--- config.mk ---
export PLATFORM = sky130hd
export DESIGN_NAME = nasti_lite_bram_arbiter
export DESIGN_NICKNAME = d
export VERILOG_FILES = /design/src/rtl/nasti_lite_bram_arbiter_pkg.sv /design/src/rtl/nasti_lite_bram_arbiter_rr_arbiter.sv /design/src/rtl/nasti_lite_bram_arbiter.sv
export SDC_FILE = /design/constraint.sdc
export NUM_CORES = 1
export LEC_CHECK = 0
export BUFFER_PORTS_ARGS = -buffer_cell sky130_fd_sc_hd__buf_2
export CAP_MARGIN = 15
export CORE_UTILIZATION = 40
export CTS_CLUSTER_SIZE = 28
export DETAILED_ROUTE_END_ITERATION = 8
export MAX_ROUTING_LAYER = met4
export PLACE_DENSITY_LB_ADDON = 0.3
export SYNTH_ARGS = -nofsm -noshare
export SYNTH_HDL_FRONTEND = slang
export SYNTH_SLANG_ARGS = --single-unit
--- constraint.sdc ---
create_clock -name aclk -period 5.16 [get_ports aclk]
set_input_delay 1.032 -clock aclk [delete_from_list [all_inputs] [get_ports aclk]]
set_output_delay 1.032 -clock aclk [all_outputs]
set_load 0.05 [all_outputs]
--- src/rtl/nasti_lite_bram_arbiter_pkg.sv ---
// Shared constants and helpers for the NASTI-lite BRAM arbiter.
// Supports up to eight requesters, so requester ids fit in three bits.
package nasti_lite_bram_arbiter_pkg;

    localparam int unsigned MAX_REQ  = 8;
    localparam int unsigned MAX_ID_W = 3;

    // Encodes a one-hot (or zero) grant vector to a requester index.
    function automatic logic [MAX_ID_W-1:0] onehot_to_id(input logic [MAX_REQ-1:0] oh);
        logic [MAX_ID_W-1:0] id;
        id = '0;
        for (int unsigned i = 0; i < MAX_REQ; i++) begin
            if (oh[i]) begin
                id = id | MAX_ID_W'(i);
            end
        end
        return id;
    endfunction

endpackage

--- src/rtl/nasti_lite_bram_arbiter_rr_arbiter.sv ---
// Combinational round-robin arbiter: searches from last_grant+1 and wraps,
// granting the first eligible requester. The grant is one-hot, or zero when nobody is eligible.
module rr_arbiter #(
    parameter int unsigned N = 2,
    localparam int unsigned ID_W = $clog2(N)
) (
    input  logic [N-1:0]    eligible,
    input  logic [ID_W-1:0] last_grant,
    output logic [N-1:0]    grant
);

    always_comb begin
        int unsigned idx;
        logic        found;
        grant = '0;
        found = 1'b0;
        idx   = 0;
        for (int unsigned k = 1; k <= N; k++) begin
            idx = (32'(last_grant) + k) % N;
            if (!found && eligible[ID_W'(idx)]) begin
                grant[ID_W'(idx)] = 1'b1;
                found             = 1'b1;
            end
        end
    end

endmodule

--- src/rtl/nasti_lite_bram_arbiter.sv ---
// Shares one single-port, 1-cycle-latency BRAM among NUM_REQ requesters with round-robin
// arbitration. Each requester gets one response per request, through a one-entry buffer.
module nasti_lite_bram_arbiter
    import nasti_lite_bram_arbiter_pkg::*;
#(
    parameter int unsigned NUM_REQ         = 2,
    parameter int unsigned DATA_WIDTH      = 32,
    parameter int unsigned BRAM_ADDR_WIDTH = 16
) (
    input  logic                                 aclk,
    input  logic                                 areset,
    input  logic [NUM_REQ-1:0]                   req_valid,
    output logic [NUM_REQ-1:0]                   req_ready,
    input  logic [NUM_REQ*(DATA_WIDTH/8)-1:0]    req_we,
    input  logic [NUM_REQ*BRAM_ADDR_WIDTH-1:0]   req_addr,
    input  logic [NUM_REQ*DATA_WIDTH-1:0]        req_wrdata,
    output logic [NUM_REQ-1:0]                   rsp_valid,
    input  logic [NUM_REQ-1:0]                   rsp_ready,
    output logic [NUM_REQ-1:0]                   rsp_write,
    output logic [NUM_REQ*DATA_WIDTH-1:0]        rsp_rddata,
    output logic                                 bram_en,
    output logic [DATA_WIDTH/8-1:0]              bram_we,
    output logic [BRAM_ADDR_WIDTH-1:0]           bram_addr,
    output logic [DATA_WIDTH-1:0]                bram_wrdata,
    input  logic [DATA_WIDTH-1:0]                bram_rddata
);

    localparam int unsigned STRB_W = DATA_WIDTH / 8;
    localparam int unsigned ID_W   = $clog2(NUM_REQ);

    logic [NUM_REQ-1:0]         inflight_hit, outstanding, eligible, rr_grant, grant;
    logic [ID_W-1:0]            last_grant, grant_id, inflight_id;
    logic                       inflight_v, inflight_write;
    logic [NUM_REQ-1:0]         buf_v, buf_write;
    logic [DATA_WIDTH-1:0]      buf_data [NUM_REQ];
    logic [STRB_W-1:0]          sel_we;
    logic [BRAM_ADDR_WIDTH-1:0] sel_addr, addr_q;
    logic [DATA_WIDTH-1:0]      sel_wrdata, wrdata_q, fwd_data;

    // Outstanding status; a draining response frees the requester in the same cycle.
    always_comb begin
        for (int unsigned i = 0; i < NUM_REQ; i++) begin
            inflight_hit[i] = inflight_v && (inflight_id == ID_W'(i));
        end
        outstanding = buf_v | inflight_hit;
        rsp_valid   = areset ? '0 : outstanding;
        eligible    = req_valid & (~outstanding | (rsp_valid & rsp_ready));
    end

    rr_arbiter #(.N(NUM_REQ)) u_rr (
        .eligible   (eligible),
        .last_grant (last_grant),
        .grant      (rr_grant)
    );

    assign grant     = areset ? '0 : rr_grant;
    assign req_ready = grant;
    assign grant_id  = ID_W'(onehot_to_id(MAX_REQ'(grant)));

    // Request mux; address and write data hold their last value while idle.
    always_comb begin
        sel_we     = '0;
        sel_addr   = addr_q;
        sel_wrdata = wrdata_q;
        for (int unsigned i = 0; i < NUM_REQ; i++) begin
            if (grant[i]) begin
                sel_we     = req_we[i*STRB_W +: STRB_W];
                sel_addr   = req_addr[i*BRAM_ADDR_WIDTH +: BRAM_ADDR_WIDTH];
                sel_wrdata = req_wrdata[i*DATA_WIDTH +: DATA_WIDTH];
            end
        end
        bram_en     = |grant;
        bram_we     = sel_we;
        bram_addr   = sel_addr;
        bram_wrdata = sel_wrdata;
    end

    // Response side: buffered entry wins, otherwise forward the stage directly.
    always_comb begin
        fwd_data = inflight_write ? '0 : bram_rddata;
        for (int unsigned i = 0; i < NUM_REQ; i++) begin
            rsp_write[i] = buf_v[i] ? buf_write[i] : (inflight_hit[i] & inflight_write);
            rsp_rddata[i*DATA_WIDTH +: DATA_WIDTH] =
                buf_v[i] ? buf_data[i] : (inflight_hit[i] ? fwd_data : '0);
        end
    end

    always_ff @(posedge aclk) begin
        if (areset) begin
            inflight_v     <= 1'b0;
            inflight_id    <= '0;
            inflight_write <= 1'b0;
            last_grant     <= ID_W'(NUM_REQ - 1);
            addr_q         <= '0;
            wrdata_q       <= '0;
            buf_v          <= '0;
            buf_write      <= '0;
            for (int unsigned i = 0; i < NUM_REQ; i++) begin
                buf_data[i] <= '0;
            end
        end else begin
            inflight_v <= |grant;
            if (|grant) begin
                inflight_id    <= grant_id;
                inflight_write <= |sel_we;
                last_grant     <= grant_id;
                addr_q         <= sel_addr;
                wrdata_q       <= sel_wrdata;
            end
            for (int unsigned i = 0; i < NUM_REQ; i++) begin
                if (inflight_hit[i] && !rsp_ready[i]) begin
                    buf_v[i]     <= 1'b1;
                    buf_write[i] <= inflight_write;
                    buf_data[i]  <= fwd_data;
                end else if (buf_v[i] && rsp_ready[i]) begin
                    buf_v[i] <= 1'b0;
                end
            end
        end
    end

endmodule
==> metrics.md, run 1 <==
| Metric | Value |
|---|---|
| Status | completed |
| Achievable frequency | 0.233 GHz |
| Share of cells above drive strength 1 | 0.381 |
| Util after Layout | 0.558 |
| Number of CTS-inserted buffers | 17 |
| Netlist cell types | 31 |
| Endpoints failing hold | 0 |
| Via count | 5293 |
| MaxCap Viol Count | 0 |
| DRT iter0 DRCs | approximately 560 |
| Synthesis-to-finish area growth | 34.3% |
| GR Layer Usage met1 | 0.270 |
| Crit path kind | flip-flop to output port |
| Power Density | 379 mW/mm2 |
| CTS Sinks | 120 |
| Crit path required time | 4130 ps |
| Cells after synthesis | around 570 |
| Post-Place Worst Slack | 984 ps |
| Final Max Tran Viols | 0 |
| Ys flop type | edfxtp_1 |
| Syn_nets | 713 |
| RePlAce Congestion | 0.837 |
| Setup Skew | 5.69 ps |
| Setup WS post-layout | 862 ps |
| Largest net degree at the start of global routing | just under 70 |
| Final setup violation count | 0 |
| Initial Util | 0.415 |
| H-tree Lvls | 4 |
| Post-synthesis sequential area ratio | 0.547 |
| GRT met3 Usage | 0.0494 |
| Startpoint types | flip-flop |
| HPWL after DPL | 10900 um |
| CP arrival | 3270 ps |
| Synthesized flop and latch total | 120 |
| Clk_lat worst skew | 410 ps |
| FILL cells | between 1000 and 1500 |
| First-pass GRT wire length | 25600 um |
| Number of I/O port buffers | 264 |
| Core Footprint | 0.0134 mm2 |
| Post-CTS setup buffer count | 0 |
| Initial antenna violation count | 3 |
| Setup tns final | 0 ps |
| Post-synth EDFFs | 64 |
| Synthesized area | about 0.0056 mm2 |
| Ports | 265 |
| Fin crit period | 4300 ps |
| Die ar. | ~0.014 mm2 |
| Total wire length | 16200 um |
| Syn avg cell area | 9.74 um2 |
| Hold Crit Class | flip-flop to flip-flop |
| Root Driver | clkbuf_16 |
| Final cycle utilization of the critical path | 0.833 |
| CP bufs+invs | 2 |
| Leak pwr | 3.65 nW |
| Worst vdd ir | 0.000224 V |
| Total Power | 2.83 mW |
| Worst slew pin tran | 1100 ps |
| CTS Hold Bufs | 0 |
| Dpl cells | between 900 and 1000 |
| Remaining DRCs | 0 |
| Worst setup EP type | output port |
| GRT Overall Usage | 0.235 |
| Post-cts resize count | 0 |
| Critical Path Slowest Stage Cell | nand2b_2 |
| Commonest cells after routing, fill and taps aside | 264 x buf_2, 89 x nor2_1, 72 x nand2_1 |
| # rows | 42 |
| CP cell instances | nand2b_2 -> a21oi_2 -> a21o_4 -> a222oi_1 -> inv_1 -> buf_2 |
| Layout Cells excl Fill | approximately 1000 |
| Critical path's top delay family | compound AO/OA/AOI/OAI gates |
| Number of vias per cell | 5.29 |
| Yosys warnings | 0 |
| CTS tree | done |
| RSZ-0062 raised after global routing | false |
| Grt met2 use | 0.393 |
| Crit-path max cell delay | approximately 810 ps |
| Drt pass-1 iters | 8 |
| ANT nets after route | 0 |
| Vias in the first global route | 5244 |
| Die span in x | between 100 and 150 um |
| CP Max Fanout | 50 |
| Nets | 951 |
| Fraction of registers with async set/reset | 0 |
| Slew Limit Headroom | 0.262 |
| Routed wire length per instance | 16.2 um |
| CTS Buffer Depth | 2 |
| Most Used Layer, Global Route | met2 |
| CTS clk-pin slew, worst paths | around 50 ps |
| Most common cell after layout, fill and taps aside | buf_2 |
| Grt ovf | 0 |
| Die Span Y | 120 um |
-- worst reg2reg max path: cells and delay by family (launching register included) --
family	cells	cell delay, ps
flip-flops	1	530
AND/OR/NAND/NOR	2	880
AO/OA/AOI/OAI	3	1200
-- sequential cells by signal, summed over array words and instances (netlist names) --
| register | cells |
|---|---|
| addr_q | 16 |
| buf_write | 2 |
| inflight_write | 1 |
| last_grant | 1 |
| wrdata_q | 32 |
| buf_data | 64 |
| buf_v | 2 |
| inflight_id | 1 |
| inflight_v | 1 |
-- per-stage QoR --
stage | hold WS (ps) | cell area, um2
3_5_place_dp | 468 | 6930
5_1_grt | 502 | 7470
4_1_cts | 476 | 7450
2_1_floorplan | 454 | 5560
6_report | 474 | 7470
3_3_place_gp | 461 | 6930
-- final timing paths --
kind                                    from      endpoint  slack, ps  cells past startpoint
worst max-delay path             inflight_id  bram_addr[7]        860                      6
worst min-delay path            buf_write[0]  buf_write[0]        470                      2
worst max register to register   inflight_id     addr_q[7]       2420                      5
worst min register to register  buf_write[0]  buf_write[0]        470                      2
-- cells in the mapped netlist (2+ instances only) --
cell type	number	share of area
a21oi_1	3	0.0027
a21oi_2	3	0.0047
a222oi_1	48	0.086
a22o_1	2	0.0031
a22oi_1	3	0.0040
buf_2	11	0.0099
buf_6	7	0.014
clkbuf_1	34	0.023
dfxtp_1	56	0.20
edfxtp_1	64	0.35
inv_1	53	0.036
nand2_1	72	0.049
nand2b_1	33	0.037
nand3_1	2	0.0018
nor2_1	89	0.060
nor2b_1	3	0.0034
nor3_1	2	0.0018
o211ai_1	2	0.0027
o21ai_0	9	0.0081
o31ai_1	64	0.086
-- layout make-up --
class	count	area (um2)	area share
antenna	3	7.51	0.00100
clock buffer	23	478	0.0639
clock inverter	9	48.8	0.00653
inverter	53	199	0.0266
multi-input combinational	345	2090	0.279
sequential	120	3050	0.407
tap	176	220	0.0295
timing repair buffer	272	1390	0.186
-- routing by layer --
metal  share of wire  wire, um
met5               0         0
met4           0.014       221
met3           0.066      1070
met2            0.51      8330
met1            0.41      6580
-- cell families (layout without fill, tap and decap cells) --
| logic type | after synthesis | count (layout) | synth area share |
|---|---|---|---|
| compound gates | 142 | 142 | 0.213 |
| buf+inv | 106 | 357 | 0.0841 |
| flops | 120 | 120 | 0.547 |
| mux | 1 | 1 | 0.00180 |
| other cells | 0 | 3 | 0 |
| simple gates | 202 | 202 | 0.154 |
-- power breakdown --
group          switching [mW]  total, mW  internal [mW]
clock network           0.400       1.04          0.644
registers              0.0267       1.10           1.07
logic                   0.512      0.690          0.178
(Power assumes the default switching activity.)
==> run 2, diff against run 1 <==
--- a/config.mk
+++ b/config.mk
@@ -5,6 +5,7 @@
 export SDC_FILE = /design/constraint.sdc
 export NUM_CORES = 1
 export LEC_CHECK = 0
+export ABC_AREA = 1
 export BUFFER_PORTS_ARGS = -buffer_cell sky130_fd_sc_hd__buf_2
 export CAP_MARGIN = 15
 export CORE_UTILIZATION = 40
==> constraint.sdc (replaced) <==
create_clock -name aclk -period 4 [get_ports aclk]
set_input_delay 0.8 -clock aclk [delete_from_list [all_inputs] [get_ports aclk]]
set_output_delay 0.8 -clock aclk [all_outputs]
set_load 0.05 [all_outputs]
==> metrics.md, run 2 <==
| Metric | Value |
|---|---|
| Synthesized flop and latch total | 120 (unchanged) |
| Largest net degree at the start of global routing | 51 (was 68) |
| Number of CTS-inserted buffers | 17 (unchanged) |
| List of most frequent post-synthesis cells | 261 x nand2_1, 88 x nor2_1, 68 x o21ai_0 (was 89 x nor2_1, 72 x nand2_1, 64 x edfxtp_1, 64 x o31ai_1, 56 x dfxtp_1) |
| Worst vdd ir | 0.000259 V (was 0.000224 V) |
| CTS Sinks | 120 (unchanged) |
| FILL cells | 1327 (was 1221) |
| Final setup violation count | 0 (unchanged) |
| RSZ-0062 raised after global routing | false (unchanged) |
| Reg power frac | 0.380 (was 0.388) |
| Ys flop type | edfxtp_1 (unchanged) |
| First-pass GRT wire length | 24400 um (was 25600 um) |
| Synthesis-to-finish area growth | 35.7% (was 34.3%) |
| CTS clk-pin slew, worst paths | 50 ps (about the same) |
| Post-synthesis sequential area ratio | 0.545 (was 0.547) |
| Crit path kind | input pin to output port (was flip-flop to output port) |
| Via count | 5427 (was 5293) |
| Fin crit period | 3490 ps |
| MaxCap Viol Count | 0 (unchanged) |
| Count leader, synth | nand2_1 (was nor2_1) |
| Nets | 1109 (was 951) |
| ANT nets after route | 0 (unchanged) |
| Net Switching | 1.27 mW (was 0.938 mW) |
| Worst hold slack | 464 ps (was 474 ps) |
| DRT iter0 DRCs | 332 (was 558) |
| CP arrival | 2690 ps (was 3270 ps) |
| Total wire length | 15500 um (was 16200 um) |
| Main area contributors after synthesis | edfxtp_1 34%, dfxtp_1 20%, nand2_1 18% (was edfxtp_1 35%, dfxtp_1 20%, a222oi_1 8.6%) |
| Commonest cells after routing, fill and taps aside | 264 x buf_2, 261 x nand2_1, 88 x nor2_1 (was 264 x buf_2, 89 x nor2_1, 72 x nand2_1) |
| Worst slew pin tran | 828 ps (was 1100 ps) |
| Syn_nets | 858 (was 713) |
| RePlAce Congestion | 0.824 (was 0.837) |
| Biggest regs | buf_data: 64 flops, wrdata_q: 32 flops, addr_q: 16 flops (unchanged) |
| Worst setup EP type | output port (unchanged) |
| Share of cells above drive strength 1 | 0.333 (was 0.381) |
| CTS Hold Bufs | 0 (unchanged) |
| Startpoint types | input pin (was flip-flop) |
| Hold Crit Class | flip-flop to flip-flop (unchanged) |
| # rows | 42 (unchanged) |
| CP Max Fanout | 29 (was 50) |
| Final cycle utilization of the critical path | 0.873 |
| H-tree Lvls | 4 (unchanged) |
| Largest register FFs | 64 (unchanged) |
| Crit path required time | 3200 ps (was 4130 ps) |
| Endpoints failing hold | 0 (unchanged) |
| Number of I/O port buffers | 264 (unchanged) |
| Remaining DRCs | 0 (unchanged) |
| Setup WS post-layout | 508 ps (was 862 ps) |
| Yosys warnings | 0 (unchanged) |
| Post-synth EDFFs | 64 (unchanged) |
| Power share of the clock group | 0.363 (was 0.368) |
| CTS tree | done (unchanged) |
| Post-route cell area | 0.00758 mm2 (was 0.00747 mm2) |
| GRT Overall Usage | 0.225 (was 0.235) |
| Total Power | 3.73 mW (was 2.83 mW) |
| Core Footprint | 0.0135 mm2 (was 0.0134 mm2) |
| Die ar. | 0.0144 mm2 (about the same) |
| Drt pass-1 iters | 5 (was 8) |
| Most common cell after layout, fill and taps aside | buf_2 (unchanged) |
| Syn avg cell area | 7.80 um2 (was 9.74 um2) |
| Status | completed (unchanged) |
| Largest register by flop count | buf_data (unchanged) |
| Initial antenna violation count | 1 (was 3) |
| Clk_lat worst skew | 410 ps (about the same) |
| Die span in x | 120 um (about the same) |
| Achievable frequency | 0.286 GHz |
| Leak pwr | 4.10 nW (was 3.65 nW) |
| CTS Buffer Depth | 2 (unchanged) |
| Grt ovf | 0 (unchanged) |
| Power Density | 493 mW/mm2 (was 379 mW/mm2) |
| Initial Util | 0.415 (about the same) |
| Slew Limit Headroom | 0.447 (was 0.262) |
| Post-Place Worst Slack | 236 ps (was 984 ps) |
| Synthesized area | 0.00559 mm2 (was 0.00556 mm2) |
| Vias in the first global route | 5151 (was 5244) |
| Ports | 265 (unchanged) |
| Pint | 2.46 mW (was 1.90 mW) |
| Fraction of registers with async set/reset | 0 (unchanged) |
| Root Driver | clkbuf_16 (unchanged) |
| Setup Skew | 6.67 ps (was 5.69 ps) |
| Final Max Tran Viols | 0 (unchanged) |
| Setup tns final | 0 ps (unchanged) |
| Post-DP Area | 0.00704 mm2 (was 0.00693 mm2) |
| Number of vias per cell | 4.69 (was 5.29) |
| Routed wire length per instance | 13.4 um (was 16.2 um) |
| HPWL after DPL | 10800 um (was 10900 um) |
| Cells after synthesis | 716 (was 571) |
| Die Span Y | 120 um (about the same) |
| Netlist cell types | 24 (was 31) |
| Dominant cell type by area after synthesis | edfxtp_1 (unchanged) |
| Logic pwr share | 0.258 (was 0.243) |
| Share of the synthesized area in the top cell type | 0.344 (was 0.345) |
| Switching Share | 0.340 (was 0.331) |
[run 2: changes by cell type in the layout (fill, tap and decap cells not counted), moves of 8 or more]
| cell | before | now |
|---|---|---|
| o21ai_0 | 7 | 68 |
| o31ai_1 | 64 | 0 |
| nand2_1 | 72 | 261 |
| a222oi_1 | 48 | 0 |
| a21oi_2 | 2 | 10 |
| nand2b_1 | 32 | 0 |
| a21oi_1 | 3 | 41 |
[run 2: logic make-up (layout without fill, tap and decap cells)]
group / after synthesis / in the layout / share of synthesized area
buffers and inverters: 107 / 371 / 0.0820
AND/OR/NAND/NOR: 367 / 367 / 0.254
flip-flops: 120 / 120 / 0.545
AO/OA/AOI/OAI: 122 / 122 / 0.119
other: 0 / 1 / 0
[run 2: metrics by stage]
stage | instances | utilization
6_report | 1157 | 0.563
5_1_grt | 1157 | 0.563
4_1_cts | 1156 | 0.563
3_5_place_dp | 1124 | 0.523
3_3_place_gp | 1124 | 0.523
2_1_floorplan | 716 | -
[run 2: path summary, 6_finish.rpt]
check	slack [ps]	endpoint	startpoint	cells after the start
setup / recovery	510	bram_wrdata[31]	areset	12
hold / removal	460	buf_write[0]	buf_write[0]	2
setup reg to reg	2060	buf_data[0][6]	inflight_id	6
hold reg to reg	460	buf_write[0]	buf_write[0]	2
[run 2: layout make-up]
cell class / count / area [um2] / area share
multi-input combinational: 489 / 2090 / 0.276
inverter: 64 / 245 / 0.0324
clock inverter: 9 / 47.5 / 0.00627
clock buffer: 23 / 489 / 0.0646
sequential: 120 / 3040 / 0.402
antenna: 1 / 2.50 / 0.000330
timing repair buffer: 275 / 1440 / 0.190
tap: 176 / 220 / 0.0291
[run 2: worst max-delay path: stages]
cell      delay (ps)
buf_2            140
inv_4            150
nand2_2          100
a21boi_4         210
nand3_2          140
inv_2            340
buf_12           230
nand2_1           70
nand2_1          100
a21oi_1           60
inv_1             70
buf_2            250
[run 2: what timing repair did]
action                                  CTS  global route
setup buffers                             0             0
gates resized for setup                   0             2
endpoints found under the setup margin    0             1
[run 2: routing by layer]
metal  global-route usage  share of wire  vias up
met2                0.378           0.49      214
met5                    -              0        -
met1                0.266           0.43     2417
li1                     -              -     2778
met4               0.0789          0.014        0
met3               0.0475          0.064       18
[run 2: power groups by stage]
stage / registers (mW) / clock network [mW] / logic, mW
after floorplan: 1.44 / 0 / 0.708
after global placement: 1.44 / 0 / 0.962
after detailed placement: 1.44 / 0 / 0.965
after CTS: 1.42 / 1.38 / 0.967
after global routing: 1.43 / 1.44 / 1.03
final: 1.42 / 1.35 / 0.962
==> run 3, diff against run 2 <==
==> constraint.sdc (replaced) <==
create_clock -name aclk -period 3.5 [get_ports aclk]
set_input_delay 0.7 -clock aclk [delete_from_list [all_inputs] [get_ports aclk]]
set_output_delay 0.7 -clock aclk [all_outputs]
set_load 0.05 [all_outputs]
==> metrics.md, run 3 (synthesized netlist as in run 2, its figures left out) <==
| Metric | Value |
|---|---|
| CP arrival | 2460 ps (was 2690 ps) |
| Achievable frequency | 0.316 GHz |
| Synthesis-to-finish area growth | 36.6% (was 35.7%) |
| Vias in the first global route | 5071 (was 5151) |
| Reg power frac | 0.366 (was 0.380) |
| Largest net degree at the start of global routing | 51 (unchanged) |
| # rows | 42 (unchanged) |
| CTS Hold Bufs | 0 (unchanged) |
| Net Switching | 1.47 mW (was 1.27 mW) |
| CP cell instances | buf_2 -> inv_4 -> nand2_1 -> nand2_1 -> nand2_1 -> nor2_4 -> nand2_2 -> inv_2 -> buf_12 -> nand2_1 -> nand2_1 -> a21oi_1 -> inv_1 -> buf_2 (was buf_2 -> inv_4 -> nand2_2 -> a21boi_4 -> nand3_2 -> inv_2 -> buf_12 -> nand2_1 -> nand2_1 -> a21oi_1 -> inv_1 -> buf_2) |
| Final setup violation count | 0 (unchanged) |
| Grt ovf | 0 (unchanged) |
| Die ar. | 0.0144 mm2 (unchanged) |
| Diode count | 0 (was 1) |
| Worst path most repeated cell | nand2_1 |
| Status | completed (unchanged) |
| Endpoints failing hold | 0 (unchanged) |
| Worst setup EP type | output port (unchanged) |
| Die span in x | 120 um (unchanged) |
| Slew Limit Headroom | 0.423 (was 0.447) |
| Total Power | 4.42 mW (was 3.73 mW) |
| Post-DP Area | 0.00706 mm2 (was 0.00704 mm2) |
| Remaining DRCs | 0 (unchanged) |
| Power Density | 579 mW/mm2 (was 493 mW/mm2) |
| Crit path kind | input pin to output port (unchanged) |
| Initial antenna violation count | 0 (was 1) |
| Switching Share | 0.332 (was 0.340) |
| Ports | 265 (unchanged) |
| CP Max Fanout | 20 (was 29) |
| Pint | 2.95 mW (was 2.46 mW) |
| HP Start | buf_write[0] (unchanged) |
| Setup Skew | 9.81 ps (was 6.67 ps) |
| HPWL after DPL | 10900 um (was 10800 um) |
| Largest register FFs | 64 (unchanged) |
| FILL cells | 1313 (was 1327) |
| CTS tree | done (unchanged) |
| H-tree Lvls | 4 (unchanged) |
| Die Span Y | 120 um (unchanged) |
| First-pass GRT wire length | 24300 um (was 24400 um) |
| Final Max Tran Viols | 0 (unchanged) |
| RePlAce Congestion | 0.817 (was 0.824) |
| Commonest cells after routing, fill and taps aside | 264 x buf_2, 261 x nand2_1, 88 x nor2_1 (unchanged) |
| Number of vias per cell | 4.72 (was 4.69) |
| Most common cell after layout, fill and taps aside | buf_2 (unchanged) |
| Post-route cell area | 0.00763 mm2 (was 0.00758 mm2) |
| Worst vdd ir | 0.000267 V (was 0.000259 V) |
| Root Driver | clkbuf_16 (unchanged) |
| Worst slew pin tran | 863 ps (was 828 ps) |
| Final cycle utilization of the critical path | 0.903 |
| Critical Path Slowest Stage Cell | inv_2 (unchanged) |
| CTS clk-pin slew, worst paths | 50 ps (about the same) |
| CTS Buffer Depth | 2 (unchanged) |
| Nets | 1112 (was 1109) |
| ANT nets after route | 0 (unchanged) |
| Total wire length | 15600 um (was 15500 um) |
| GRT Overall Usage | 0.225 (about the same) |
| Hold path endpoint | buf_write[0] (unchanged) |
| Routed wire length per instance | 13.5 um (was 13.4 um) |
| Drt pass-1 iters | 5 (unchanged) |
| Startpoint types | input pin (unchanged) |
| Hold Crit Class | flip-flop to flip-flop (unchanged) |
| Crit path required time | 2800 ps (was 3200 ps) |
| Hold Crit Depth | 2 (unchanged) |
| Biggest regs | buf_data: 64 flops, wrdata_q: 32 flops, addr_q: 16 flops (unchanged) |
| Fin crit period | ~3200 ps |
| Power share of the clock group | 0.384 (was 0.363) |
| Reg2reg end | addr_q[12] (was buf_data[0][6]) |
| MaxCap Viol Count | 0 (unchanged) |
| Worst r2r path cells | 10 (was 6) |
| CTS Sinks | 120 (unchanged) |
| Number of CTS-inserted buffers | 17 (unchanged) |
| Core Footprint | 0.0135 mm2 (unchanged) |
| Crit-path max cell delay | 300 ps (was 340 ps) |
| Worst hold slack | 464 ps (about the same) |
| DRT iter0 DRCs | 324 (was 332) |
| Worst R2R Start | inflight_id (unchanged) |
| Reg-to-reg slack, setup | 1620 ps (was 2060 ps) |
| Share of cells above drive strength 1 | 0.333 (about the same) |
| Via count | 5461 (was 5427) |
| Initial Util | 0.415 (unchanged) |
| RSZ-0062 raised after global routing | false (unchanged) |
| Largest register by flop count | buf_data (unchanged) |
| Leak pwr | 4.13 nW (was 4.10 nW) |
| Setup tns final | 0 ps (unchanged) |
| Logic pwr share | 0.249 (was 0.258) |
| Clk_lat worst skew | 400 ps (was 410 ps) |
| Number of I/O port buffers | 264 (unchanged) |
run 3: power by group through the flow:
stage / clock (mW) / combinational (mW) / sequential, mW
6_report: 1.70 / 1.10 / 1.62
3_3_place_gp: 0 / 1.10 / 1.65
4_1_cts: 1.72 / 1.11 / 1.62
2_1_floorplan: 0 / 0.809 / 1.64
5_1_grt: 1.79 / 1.18 / 1.63
3_5_place_dp: 0 / 1.10 / 1.65
run 3: critical path, delay by kind of cell:
| family | cells | cell delay, ps |
|---|---|---|
| buffers and inverters | 6 | 1080 |
| AND/OR/NAND/NOR | 7 | 600 |
| AO/OA/AOI/OAI | 1 | 60 |
run 3: worst max-delay path by stage:
| stage | cells after the start | endpoint | startpoint |
|---|---|---|---|
| after global placement | 11 | bram_addr[5] | areset |
| final | 14 | bram_addr[5] | areset |
| after CTS | 11 | bram_wrdata[22] | inflight_id |
| after global routing | 11 | bram_wrdata[22] | inflight_id |
| after detailed placement | 11 | bram_wrdata[22] | areset |
| after floorplan | 12 | bram_wrdata[10] | areset |
run 3: final cells by class:
| cell class | count | area (um2) | area share |
|---|---|---|---|
| flip-flops and latches | 120 | 3040 | 0.399 |
| multi-input cells | 489 | 2090 | 0.274 |
| clock buffers | 20 | 437 | 0.0572 |
| inverters | 64 | 245 | 0.0321 |
| repair buffers | 278 | 1460 | 0.192 |
| clock inverters | 11 | 131 | 0.0172 |
| well taps | 176 | 220 | 0.0289 |
run 3: per-layer routing:
| layer | track usage | up-vias | share of wire |
|---|---|---|---|
| met5 | - | - | 0 |
| met4 | 0.0680 | 0 | 0.0096 |
| met3 | 0.0423 | 12 | 0.071 |
| met2 | 0.378 | 233 | 0.49 |
| met1 | 0.275 | 2432 | 0.43 |
| li1 | - | 2784 | - |
run 3: what timing repair did:
item,CTS,global route
setup endpoints to repair,1,0
resized for setup,1,0
setup buffers,0,0
run 3: stage by stage:
step | setup slack [ps] | cells | utilization
5_1_grt | 106 | 1158 | 0.567
6_report | 340 | 1158 | 0.567
2_1_floorplan | 552 | 716 | -
3_3_place_gp | 62.0 | 1127 | 0.525
4_1_cts | 308 | 1158 | 0.567
3_5_place_dp | 18.9 | 1127 | 0.525
